**src/rtl/big_outport_fifo.sv**
```systemverilog
// big_outport_fifo: show-ahead FIFO behind a big_outport peripheral.
// Captures each strobed wide word, hands words to a slower consumer over
// valid/ready, and raises a sticky flag when a word is dropped while full.
// Optional build macro: BIG_OUTPORT_FIFO_COUNT_EN adds the o_count port that
// exposes the occupancy counter; without it the counter stays internal.

module big_outport_fifo #(
    parameter int WIDTH = 26,
    parameter int DEPTH = 4
) (
    input  logic                     i_clk,
    input  logic                     i_rst,
    input  logic [WIDTH-1:0]         i_data,
    input  logic                     i_wr,
    output logic [WIDTH-1:0]         o_data,
    output logic                     o_valid,
    input  logic                     i_ready,
    output logic                     o_full,
    output logic                     o_overflow,
    input  logic                     i_clr_overflow
`ifdef BIG_OUTPORT_FIFO_COUNT_EN
    ,
    output logic [$clog2(DEPTH):0]   o_count
`endif
);

    localparam int AW = $clog2(DEPTH);
    localparam logic [AW-1:0] PTR_ONE   = AW'(32'd1);
    localparam logic [AW:0]   CNT_ONE   = (AW+1)'(32'd1);
    localparam logic [AW:0]   CNT_ZERO  = (AW+1)'(32'd0);
    localparam logic [AW:0]   CNT_DEPTH = (AW+1)'(DEPTH);

    // Storage and control state; mem_r carries no reset since pointers gate it.
    logic [WIDTH-1:0] mem_r [DEPTH];
    logic [AW-1:0]    wr_ptr_r;
    logic [AW-1:0]    rd_ptr_r;
    logic [AW:0]      count_r;
    logic             overflow_r;

    logic             valid_s;
    logic             full_s;
    logic             rd_s;
    logic             wr_s;
    logic             drop_s;

    // Handshake decode: a read frees a slot, so a write to a full FIFO
    // still lands when the consumer takes the head word in the same cycle.
    always_comb begin
        valid_s = (count_r != CNT_ZERO);
        full_s  = (count_r == CNT_DEPTH);
        rd_s    = valid_s & i_ready;
        wr_s    = i_wr & (~full_s | rd_s);
        drop_s  = i_wr & full_s & ~rd_s;
    end

    // Word storage: capture the strobed word at the write pointer.
    always_ff @(posedge i_clk) begin
        if (!i_rst && wr_s) begin
            mem_r[wr_ptr_r] <= i_data;
        end
    end

    // Pointer and occupancy bookkeeping; reset discards all buffered words.
    always_ff @(posedge i_clk) begin
        if (i_rst) begin
            wr_ptr_r <= {AW{1'b0}};
            rd_ptr_r <= {AW{1'b0}};
            count_r  <= CNT_ZERO;
        end else begin
            if (wr_s) begin
                wr_ptr_r <= wr_ptr_r + PTR_ONE;
            end
            if (rd_s) begin
                rd_ptr_r <= rd_ptr_r + PTR_ONE;
            end
            case ({wr_s, rd_s})
                2'b10:   count_r <= count_r + CNT_ONE;
                2'b01:   count_r <= count_r - CNT_ONE;
                default: count_r <= count_r;
            endcase
        end
    end

    // Sticky drop flag; a drop in the same cycle as a clear keeps it set.
    always_ff @(posedge i_clk) begin
        if (i_rst) begin
            overflow_r <= 1'b0;
        end else if (drop_s) begin
            overflow_r <= 1'b1;
        end else if (i_clr_overflow) begin
            overflow_r <= 1'b0;
        end else begin
            overflow_r <= overflow_r;
        end
    end

    // Show-ahead output: head word straight from registers, zero when empty.
    always_comb begin
        o_data = {WIDTH{1'b0}};
        if (valid_s) begin
            o_data = mem_r[rd_ptr_r];
        end else begin
            o_data = {WIDTH{1'b0}};
        end
    end

    assign o_valid    = valid_s;
    assign o_full     = full_s;
    assign o_overflow = overflow_r;

`ifdef BIG_OUTPORT_FIFO_COUNT_EN
    assign o_count = count_r;
`endif

endmodule
```
**config.mk**
```make
export PLATFORM = sky130hd
export DESIGN_NAME = big_outport_fifo
export DESIGN_NICKNAME = d
export VERILOG_FILES = /design/src/rtl/big_outport_fifo.sv
export SDC_FILE = /design/constraint.sdc
export NUM_CORES = 1
export LEC_CHECK = 0
export ABC_AREA = 1
export BUFFER_PORTS_ARGS = -buffer_cell sky130_fd_sc_hd__buf_2
export CORE_MARGIN = 5
export CORE_UTILIZATION = 59
export CTS_BUF_LIST = sky130_fd_sc_hd__clkbuf_4
export CTS_CLUSTER_DIAMETER = 60
export DETAILED_ROUTE_END_ITERATION = 6
export PLACE_DENSITY = 0.92
export SYNTH_ARGS = -nofsm -noshare
export SYNTH_HDL_FRONTEND = slang
export SYNTH_SLANG_ARGS = --single-unit
export TNS_END_PERCENT = 50
```
**constraint.sdc**
```tcl
create_clock -name i_clk -period 2.75 [get_ports i_clk]
set_input_delay 0.55 -clock i_clk [delete_from_list [all_inputs] [get_ports i_clk]]
set_output_delay 0.55 -clock i_clk [all_outputs]
set_load 0.01 [all_outputs]
```
After elaboration in Yosys (flattened, before gate mapping)
Memories as Yosys holds them, arrays and structs flattened. A register that Yosys moved wholly into a read port is not among the register bits.
Cells that the tools add are included.
{"block": "word_totals", "reg_bits": 8, "ram_bits": 104, "in_bits": 31, "out_inout_bits": 29, "word_cells": 32, "mem_count": 1}
{"memory": "mem_r", "depth": 4, "word_bits": 26, "rd": 1, "rd_ports_with_merged_regs": 1, "wr": 1, "line_no": "34", "rtl": "logic [WIDTH-1:0] mem_r [DEPTH];"}
{"block": "classes", "addsub": 4, "eq_ne": 3, "n_mux": 8, "bitwise_logic": 7, "n_reduce_logical": 5}
{"op": "26-bit two-way mux", "n": 1}
{"op": "3-bit case mux with 2 select lines", "n": 1}
{"op": "2-bit by 1-bit adder with 2-bit output (second input constant)", "n": 2}
{"op": "1-bit bitwise AND", "n": 4}
{"op": "1-bit two-way mux", "n": 4}
{"op": "2-bit two-way mux", "n": 2}
{"op": "2-bit nonzero test", "n": 2}
{"op": "3-bit by 1-bit adder with 3-bit output (second input constant)", "n": 1}
{"op": "3-bit equality test (second input constant)", "n": 1}
{"op": "3-bit nonzero test", "n": 1}
{"op": "3-bit by 1-bit subtractor with 3-bit output (second input constant)", "n": 1}
{"op": "2-bit by 1-bit equality test with 1-bit output (second input constant)", "n": 1}
{"op": "2-bit equality test (second input constant)", "n": 1}
{"op": "1-bit inverter", "n": 2}
{"op": "1-bit logical AND", "n": 1}
{"op": "1-bit zero test", "n": 1}
{"op": "1-bit OR", "n": 1}

Depth between registers and ports, before layout
Gate-level depths: netlist (run 1).
{"block": "logic_depth", "word_depth": 7, "ltp_mapped": 11, "ltp_nobuf": 11}

Worst setup path after synthesis (run 1)
No wires, ideal clock.
{"block": "synth_timing", "path_type": "input to register", "startpoint": "input port i_rst", "endpoint": "memory mem_r[0][0] (enable)", "setup_time_ns": 0.409, "arrival_ns": 1.940, "slack_ns": 0.402, "path_stages": 3, "cell_sequence": "inv_1 -> nand3_1 -> nor2_1"}
{"block": "synth_via", "elab_chain_len": 4}
{"item": "start: declaration", "line_no": "12", "rtl": "input logic i_rst,"}
{"item": "1-bit zero test", "line_no": "58", "rtl": "if (!i_rst && wr_s) begin"}
{"item": "1-bit logical AND", "line_no": "58"}
{"item": "1-bit two-way mux", "line_no": "58"}
{"item": "1-bit two-way mux (not written as such)", "line_no": "59", "rtl": "mem_r[wr_ptr_r] <= i_data;"}
{"item": "end: declaration", "line_no": "34"}
Every way passes these cells.

==> results of run 1 <==
==> Yosys cell counts, drive strengths merged <==
master  instances  area (sq um)
nor2          112           428
o21ai          55           275
fa              1          20.0
nand4           2          18.8
nand2          12          75.1
ha              4          50.1
buf            18           108
xor2            1          8.76
nand3           6          35.0
a21oi          34           170
edfxtp        104          3120
a21boi          1          7.51
dfxtp          10           200
inv            19          73.8
==> per-stage QoR <==
step	hold slack [ns]	std cells	TNS [ns]
floorplan	0.457	379	0
global placement	0.452	530	0
detailed placement	0.462	530	0
CTS	0.222	562	0
global route	0.204	563	-0.0191
finish	0.243	563	0
==> sequential cells by signal, indices dropped and copies added, names as in the netlist, named ones only <==
signal	flops
count_r	3
o_overflow	1
wr_ptr_r	2
rd_ptr_r	2
mem_r	104
==> power breakdown <==
part	leakage (uW)	internal [uW]	switching (uW)
sequential	0.00103	1960	52.2
clock	0.000141	544	656
combinational	0.000817	310	593
==> final timing paths <==
path / from / end / cells past startpoint
min reg2reg: o_overflow / o_overflow / 2
min: i_rst / o_overflow / 2
max reg2reg: count_r[1] / mem_r[2][10] / 7
max: flip-flop / o_data[15] / 5
==> layer usage <==
metal | vias to the layer above | track usage [%]
met5 | - | 0
met2 | 160 | 34.6
met4 | 0 | 9.24
met3 | 19 | 7.07
li1 | 1468 | -
met1 | 1485 | 24.8
==> cell usage in the layout (no fill, tap or decap), drive strengths merged, types with 2 or more instances in the layout <==
master / Yosys / final
nor2: 112 / 112
edfxtp: 104 / 104
buf: 18 / 67
o21ai: 55 / 55
a21oi: 34 / 34
inv: 19 / 21
clkbuf: 0 / 17
nand2: 12 / 12
dfxtp: 10 / 10
nand3: 6 / 6
clkinv: 0 / 6
clkinvlp: 0 / 5
ha: 4 / 4
bufinv: 0 / 2
nand4: 2 / 2
==> cell families (layout without fill, tap and decap cells) <==
logic type | after synthesis | count (layout) | share of synthesized area (%)
XOR/XNOR | 1 | 1 | 0.191
other | 0 | 1 | 0
buffers and inverters | 37 | 118 | 3.95
AO/OA/AOI/OAI | 90 | 90 | 9.86
adder cells (fa/ha/maj) | 5 | 5 | 1.53
flip-flops | 114 | 114 | 72.4
AND/OR/NAND/NOR | 132 | 132 | 12.1
==> area by class of cell <==
class                           instances  share of cell area (%)
Clock buffer                           17                    2.41
Tap cell                              102                    2.41
Sequential cell                       114                    62.8
Antenna cell                            1                  0.0473
Multi-Input combinational cell        228                    20.8
Inverter                               19                    1.39
Clock inverter                         15                    3.03
Timing Repair Buffer                   67                    7.02
==> critical path, stage by stage (launching register included) <==
cell	delay (ns)
dfxtp_4	0.44
inv_2	0.34
buf_12	0.25
o21ai_0	0.14
a21oi_1	0.23
buf_2	0.17
==> impl_metrics.toml, run 1 <==
[layout]
drive_gt1_share_pct = 25.9
final-seq-area_sq_um = 3330
fill_cells = 521
area_growth_pct = 15.3
stdcell_area_sq_um = 5290
nets = 483
multi_input_area_sq_um = 1100
final_util_pct = 69.2

[place]
post_dp_cell_area_sq_um = 5000
pre_cts_slack_ns = 0.521
io_buffer_count = 59
dpl.hpwl_um = 5790
gp_congestion = 0.799

[worst_setup_path]
critPathKind = "reg -> out"
startpoint_type = "flip-flop"
cp-end-kind = "output port"
arrival_ns = 2.08
ff2ff_setup_slack_ns = 0.76
path_max_fanout = 33
worst_ep_required_time_ns = 2.20

[pwr]
p_total_uw = 4120
power.leakage_uw = 0.00198
p_per_area_nw_per_um2 = 778
irDropWorstVdd_mv = 0.454

[drt]
vias = 3132
dr.pass1.iters = 5
vias_per_cell = 5.56
drt_iter0_markers = 264
antenna_left = 0
wl_per_cell_um = 16.9
wl_met2_um = 4880
wl_met1_um = 3640
dr.max_layer_used = "met4"
wl_met3_um = 803
wl_um = 9520
drc = 0

[grt]
antenna_found_initial = 1
grt_pass1_wl_um = 15300
grt_max_degree = 34
grt-ovfl-total = 0
first_global_vias = 3212
grt_use_total_pct = 20.9

[synth]
syn_inst = 379
avgSynthCellArea_sq_um = 12.1
synth.distinct_cells = 23
synth_seq_cells = 114
ys_seq_area_share_pct = 72.4
synth_area_sq_um = 4590
synth_nets = 415
synth.yosys.warnings = 0

[sta]
fin_crit_sh_pct = 95.7
tightestPinTransition_ns = 0.526
slew_headroom_pct = 64.9
period_needed_ns = 2.63
slew_violations = 0
skew_ns = 0.0117
fmax_mhz = 380
rsz0062_at_grt = "true"
final-hold-violation-count = 0
finalSetupViolCount = 0
layout_setup_ws_ns = 0.119

[clock_tree]
cts.path.max_buffers = 2
cts_resized = 1
cts_made_buffers = 17
clkSlewWorstSetupHoldPaths_ns = 0.10
cts_root_buffer = "clkbuf_4"
cts_tree = "done"
cts_hold_buf = 0
htreeDepth = 4
post-cts-setup-buffers = 0
clock-sinks = 114
clk_latency_ns = 0.51

[outcome]
status = "completed"

[floorplan]
die_h_um = 98.2
core_sq_um = 7650
num_rows = 32
start_util_pct = 60.1
boundaryPins = 60
die_area_sq_um = 9650
die_width_um = 98.2

[worst_hold_path]
min_path_type = "in -> reg"

[run]
cap_violations = 0
(Power assumes the default switching activity.)
==> run 2, diff against run 1 <==
--- a/config.mk
+++ b/config.mk
@@ -7,12 +7,14 @@
 export LEC_CHECK = 0
 export ABC_AREA = 1
 export BUFFER_PORTS_ARGS = -buffer_cell sky130_fd_sc_hd__buf_2
+export CELL_PAD_IN_SITES_DETAIL_PLACEMENT = 1
+export CELL_PAD_IN_SITES_GLOBAL_PLACEMENT = 1
 export CORE_MARGIN = 5
-export CORE_UTILIZATION = 59
+export CORE_UTILIZATION = 48
 export CTS_BUF_LIST = sky130_fd_sc_hd__clkbuf_4
 export CTS_CLUSTER_DIAMETER = 60
 export DETAILED_ROUTE_END_ITERATION = 6
-export PLACE_DENSITY = 0.92
+export PLACE_DENSITY = 0.93
 export SYNTH_ARGS = -nofsm -noshare
 export SYNTH_HDL_FRONTEND = slang
 export SYNTH_SLANG_ARGS = --single-unit
==> impl_metrics.toml, run 2 (synthesis results as in run 1) <==
[outcome]
status = "completed"

[layout]
layout_commonest_cell = "nor2_1"
largest_reg_flops = 104
nets = 485
area_growth_pct = 16.2
mostFrequentLayoutCells = "107 x nor2_1, 104 x edfxtp_1, 59 x buf_2"
drive_gt1_share_pct = 25.8
regMostFlops = "mem_r"
fill_cells = 1015
final_util_pct = 57.5
final-seq-area_sq_um = 3330
n_antenna_cell = 0
reg_top3 = "mem_r: 104 flops, count_r: 3 flops"
multi_input_area_sq_um = 1100
layout.cells.non_filler = 591
stdcell_area_sq_um = 5340

[clock_tree]
cts_root_buffer = "clkbuf_4"
cts.path.max_buffers = 2
cts_made_buffers = 17
cts_tree = "done"
htreeDepth = 4
clock-sinks = 114
clkSlewWorstSetupHoldPaths_ns = 0.10
post-cts-setup-buffers = 0
clk_latency_ns = 0.49

[grt]
use_met3_pct = 5.76
busiest_layer = "met2"
grt_pass1_wl_um = 17800
grt_max_degree = 29
first_global_vias = 3381
use_met2_pct = 35.9
antenna_found_initial = 0
grt_use_total_pct = 20.6
grt-ovfl-total = 0
gr-usage-met1_pct = 25.1

[sta]
period_needed_ns = 2.49
hold-worst-slack_ns = 0.262
fin_crit_sh_pct = 90.7
fmax_mhz = 401
finalSetupViolCount = 0
slew_violations = 0
tightestPinTransition_ns = 0.548
skew_ns = 0.0103
rsz0062_at_grt = "false"
final-hold-violation-count = 0
slew_headroom_pct = 63.4
setup_tns_ns = 0

[place]
gp_congestion = 0.774
post_dp_cell_area_sq_um = 5070
dpl.hpwl_um = 7510
placedCellCount = 559
io_buffer_count = 59

[pwr]
p_switching_uw = 1270
pwr-share-clk_pct = 27.9
p_per_area_nw_per_um2 = 767
combPwrFrac_pct = 22.9
power.leakage_uw = 0.00200
p_int_uw = 2820
netSwitchingFraction_pct = 31.1
irDropWorstVdd_mv = 0.377
p_seq_share_pct = 49.2

[worst_hold_path]
min_path_type = "in -> reg"

[drt]
wl_um = 11200
dr.pass1.iters = 4
vias = 3110
antenna_left = 0
drc = 0
drt_iter0_markers = 194
wl_per_cell_um = 18.9
vias_per_cell = 5.26

[floorplan]
die_h_um = 108
die_width_um = 108
num_rows = 35
core_sq_um = 9280
die_area_sq_um = 11600
start_util_pct = 49.5
boundaryPins = 60

[worst_setup_path]
path_max_fanout = 28
startpoint_type = "flip-flop"
arrival_ns = 1.94
critPathKind = "reg -> out"
cp-end-kind = "output port"
worst_ep_required_time_ns = 2.20

[run]
cap_violations = 0
-- run 2: through the flow --
| stage | power [uW] | worst slack, ns |
|---|---|---|
| floorplan | 2630 | 0.402 |
| global route | 4330 | 0.0835 |
| detailed placement | 2990 | 0.603 |
| global placement | 2930 | 0.748 |
| finish | 4090 | 0.256 |
| CTS | 4130 | 0.000902 |
-- run 2: worst paths after layout --
kind                  endpoint  cells after the start        from  slack, ns
setup / recovery     o_data[7]                      6   flip-flop       0.26
hold / removal      o_overflow                      2       i_rst       0.26
setup reg to reg  mem_r[1][11]                      7  count_r[1]       0.84
hold reg to reg     o_overflow                      2  o_overflow       0.48
-- run 2: area by class of cell --
type                       count  share of cell area (%)
clock inverter                13                    2.23
inverter                      19                    1.38
sequential                   114                    62.3
clock buffer                  19                    2.67
tap                          129                    3.02
multi-input combinational    228                    20.6
timing repair buffer          69                    7.78
-- run 2: routing by layer --
layer / vias up / wire length [um]
met5: - / 0
met4: 0 / 131
li1: 1465 / -
met2: 92 / 6010
met1: 1542 / 4500
met3: 11 / 517
-- run 2: timing repair --
item                       4_1_cts  5_1_grt
hold buffers                     0        0
resized for setup                0        3
setup endpoints to repair        0       24
-- run 2: critical path: stages (launching register included) --
cell	delay, ns
dfxtp_2	0.49
buf_6	0.28
nor2_1	0.08
nor2_1	0.11
o21ai_0	0.11
a21oi_1	0.22
buf_2	0.18
-- run 2: power groups by stage --
stage	clock network, uW	registers [uW]	logic (uW)
3_3_place_gp	0	2040	886
5_1_grt	1270	2020	1040
6_report	1140	2010	935
2_1_floorplan	0	2030	601
4_1_cts	1170	2010	946
3_5_place_dp	0	2050	938
==> run 3, diff against run 2 <==
--- a/config.mk
+++ b/config.mk
@@ -5,16 +5,17 @@
 export SDC_FILE = /design/constraint.sdc
 export NUM_CORES = 1
 export LEC_CHECK = 0
-export ABC_AREA = 1
+export ABC_AREA = 0
 export BUFFER_PORTS_ARGS = -buffer_cell sky130_fd_sc_hd__buf_2
+export CAP_MARGIN = 10
 export CELL_PAD_IN_SITES_DETAIL_PLACEMENT = 1
 export CELL_PAD_IN_SITES_GLOBAL_PLACEMENT = 1
 export CORE_MARGIN = 5
-export CORE_UTILIZATION = 48
+export CORE_UTILIZATION = 51
 export CTS_BUF_LIST = sky130_fd_sc_hd__clkbuf_4
 export CTS_CLUSTER_DIAMETER = 60
 export DETAILED_ROUTE_END_ITERATION = 6
-export PLACE_DENSITY = 0.93
+export PLACE_DENSITY = 0.92
 export SYNTH_ARGS = -nofsm -noshare
 export SYNTH_HDL_FRONTEND = slang
 export SYNTH_SLANG_ARGS = --single-unit
==> impl_metrics.toml, run 3 <==
[outcome]
status = "completed"

[clock_tree]
cts_made_buffers = 17
clk_latency_ns = 0.50
clkSlewWorstSetupHoldPaths_ns = 0.12
htreeDepth = 4
cts_tree = "done"
cts_root_buffer = "clkbuf_4"
cts.path.max_buffers = 2
post-cts-setup-buffers = 0
cts_hold_buf = 0
clock-sinks = 114

[worst_setup_path]
worst_ep_required_time_ns = 2.20
path_buf_inv = 2
path_max_fanout = 26
critPathSlowestCell = "mux4_1"
ff2ff_path_depth = 6
startpoint_type = "flip-flop"
r2r_start = "count_r[2]"
cp-end-kind = "output port"
crit_family = "multiplexers"
critPathKind = "reg -> out"
ff2ff_setup_slack_ns = 0.74
crit_path_cell_trace = "buf_12 -> mux4_1 -> and2_1 -> buf_2"
r2r_end = "count_r[2]"
setup.worst_path.end = "o_data[17]"
max_stage_delay_ns = 0.62
path_depth = 4
arrival_ns = 2.00

[sta]
fmax_mhz = 392
finalSetupViolCount = 0
fin_crit_sh_pct = 92.8
setup_tns_ns = 0
tightestPinTransition_ns = 0.418
skew_ns = 0.0248
period_needed_ns = 2.55
hold-worst-slack_ns = 0.263
final-hold-violation-count = 0
rsz0062_at_grt = "false"
slew_violations = 0
slew_headroom_pct = 71.8

[layout]
mostFrequentLayoutCells = "104 x edfxtp_1, 59 x buf_2, 27 x and2_1"
layout.cells.non_filler = 429
area_growth_pct = 15.8
reg_top3 = "mem_r: 104 flops, count_r: 3 flops"
stdcell_area_sq_um = 5340
layout_commonest_cell = "edfxtp_1"
n_antenna_cell = 0
nets = 344
regMostFlops = "mem_r"
drive_gt1_share_pct = 41.1
largest_reg_flops = 104

[synth]
synth.yosys.warnings = 0
netlist.top_cell.by_area = "edfxtp_1"
async_reset_ff_share_pct = 0
synth_top_area_share_pct = 67.8
yosys-top-cells-count = "104 x edfxtp_1, 27 x and2_1, 20 x mux4_2, 12 x nor2_1, 10 x dfxtp_1"
synth.distinct_cells = 33
synth.most_common_cell = "edfxtp_1"
synth_edf_count = 104
synth_seq_cells = 114
synth_nets = 270
synthFlopType = "edfxtp_1"
synth_area_leaders = "edfxtp_1 68%, mux4_2 9.8%, dfxtp_1 4.3%, and2_1 3.7%, mux4_1 3.4%"
synth_area_sq_um = 4610
syn_inst = 234
avgSynthCellArea_sq_um = 19.7
ys_seq_area_share_pct = 72.1

[floorplan]
num_rows = 34
die_h_um = 105
die_area_sq_um = 11000
core_sq_um = 8760
die_width_um = 105
boundaryPins = 60
start_util_pct = 52.6

[place]
io_buffer_count = 59
post_dp_cell_area_sq_um = 5030
placedCellCount = 397
dpl.hpwl_um = 5990
gp_congestion = 0.650

[grt]
antenna_found_initial = 0
grt_pass1_wl_um = 14400
grt-ovfl-total = 0
first_global_vias = 2559
grt_use_total_pct = 17.4
grt_max_degree = 28

[pwr]
power.leakage_uw = 0.00189
irDropWorstVdd_mv = 0.485
p_total_uw = 4580
p_per_area_nw_per_um2 = 858

[drt]
dr.pass1.iters = 4
drt_iter0_markers = 85
vias = 2322
wl_um = 8950
wl_per_cell_um = 20.9
antenna_left = 0
drc = 0
vias_per_cell = 5.41

[worst_hold_path]
min_path_type = "in -> reg"

[run]
cap_violations = 0
run 3: report_power, final:
group          internal (uW)  leakage (uW)  switching (uW)  total (uW)
combinational            626      0.000707             641        1270
clock                    568      0.000158             691        1260
sequential              1990       0.00103            62.7        2060
run 3: worst min-delay path by stage:
stage	from	end	slack (ns)	cells past startpoint
after floorplan	wr_ptr_r[1]	wr_ptr_r[1]	0.48	2
after global placement	rd_ptr_r[1]	rd_ptr_r[1]	0.50	2
after detailed placement	rd_ptr_r[0]	flip-flop	0.52	2
after CTS	i_data[2]	mem_r[2][2]	0.22	1
after global routing	i_data[1]	mem_r[2][1]	0.21	1
final	i_data[1]	mem_r[2][1]	0.26	1
run 3: cell type report:
class | count | area, sq um
Tap cell | 108 | 135
Multi-Input combinational cell | 102 | 1180
Clock inverter | 15 | 173
Sequential cell | 114 | 3320
Fill cell | 789 | 3430
Timing Repair Buffer | 69 | 383
Clock buffer | 17 | 128
Inverter | 4 | 15.0
run 3: per-stage QoR:
step,util (%),setup WS (ns)
floorplan,-,-0.641
CTS,60.9,0.0412
detailed placement,57.4,0.509
global route,60.9,0.0483
global placement,57.4,0.631
finish,60.9,0.197
run 3: layer usage:
layer  up-vias  track usage, %  part of all wire [%]  routed length (um)
met3         5            6.29                   5.6                 500
met4         0            5.48                  0.73                  65
met1      1181            21.6                    41                3660
met5         -               0                     0                   0
met2        64            28.8                    53                4720
li1       1072               -                     -                   -
run 3: cells by family (layout without fill, tap and decap cells):
| family | after synthesis | after routing | synth area share (%) |
|---|---|---|---|
| flip-flops | 114 | 114 | 72.1 |
| AND/OR/NAND/NOR | 56 | 56 | 7.36 |
| multiplexers | 31 | 31 | 14.4 |
| buffers and inverters | 18 | 105 | 2.88 |
| AO/OA/AOI/OAI | 7 | 7 | 1.22 |
| adder cells (fa/ha/maj) | 5 | 5 | 1.52 |
| XOR/XNOR | 3 | 3 | 0.570 |
run 3: repair_timing:
item / CTS / global route
endpoints found under the hold margin: 0 / 0
resized for setup: 1 / 1
endpoints found under the setup margin: 8 / 8
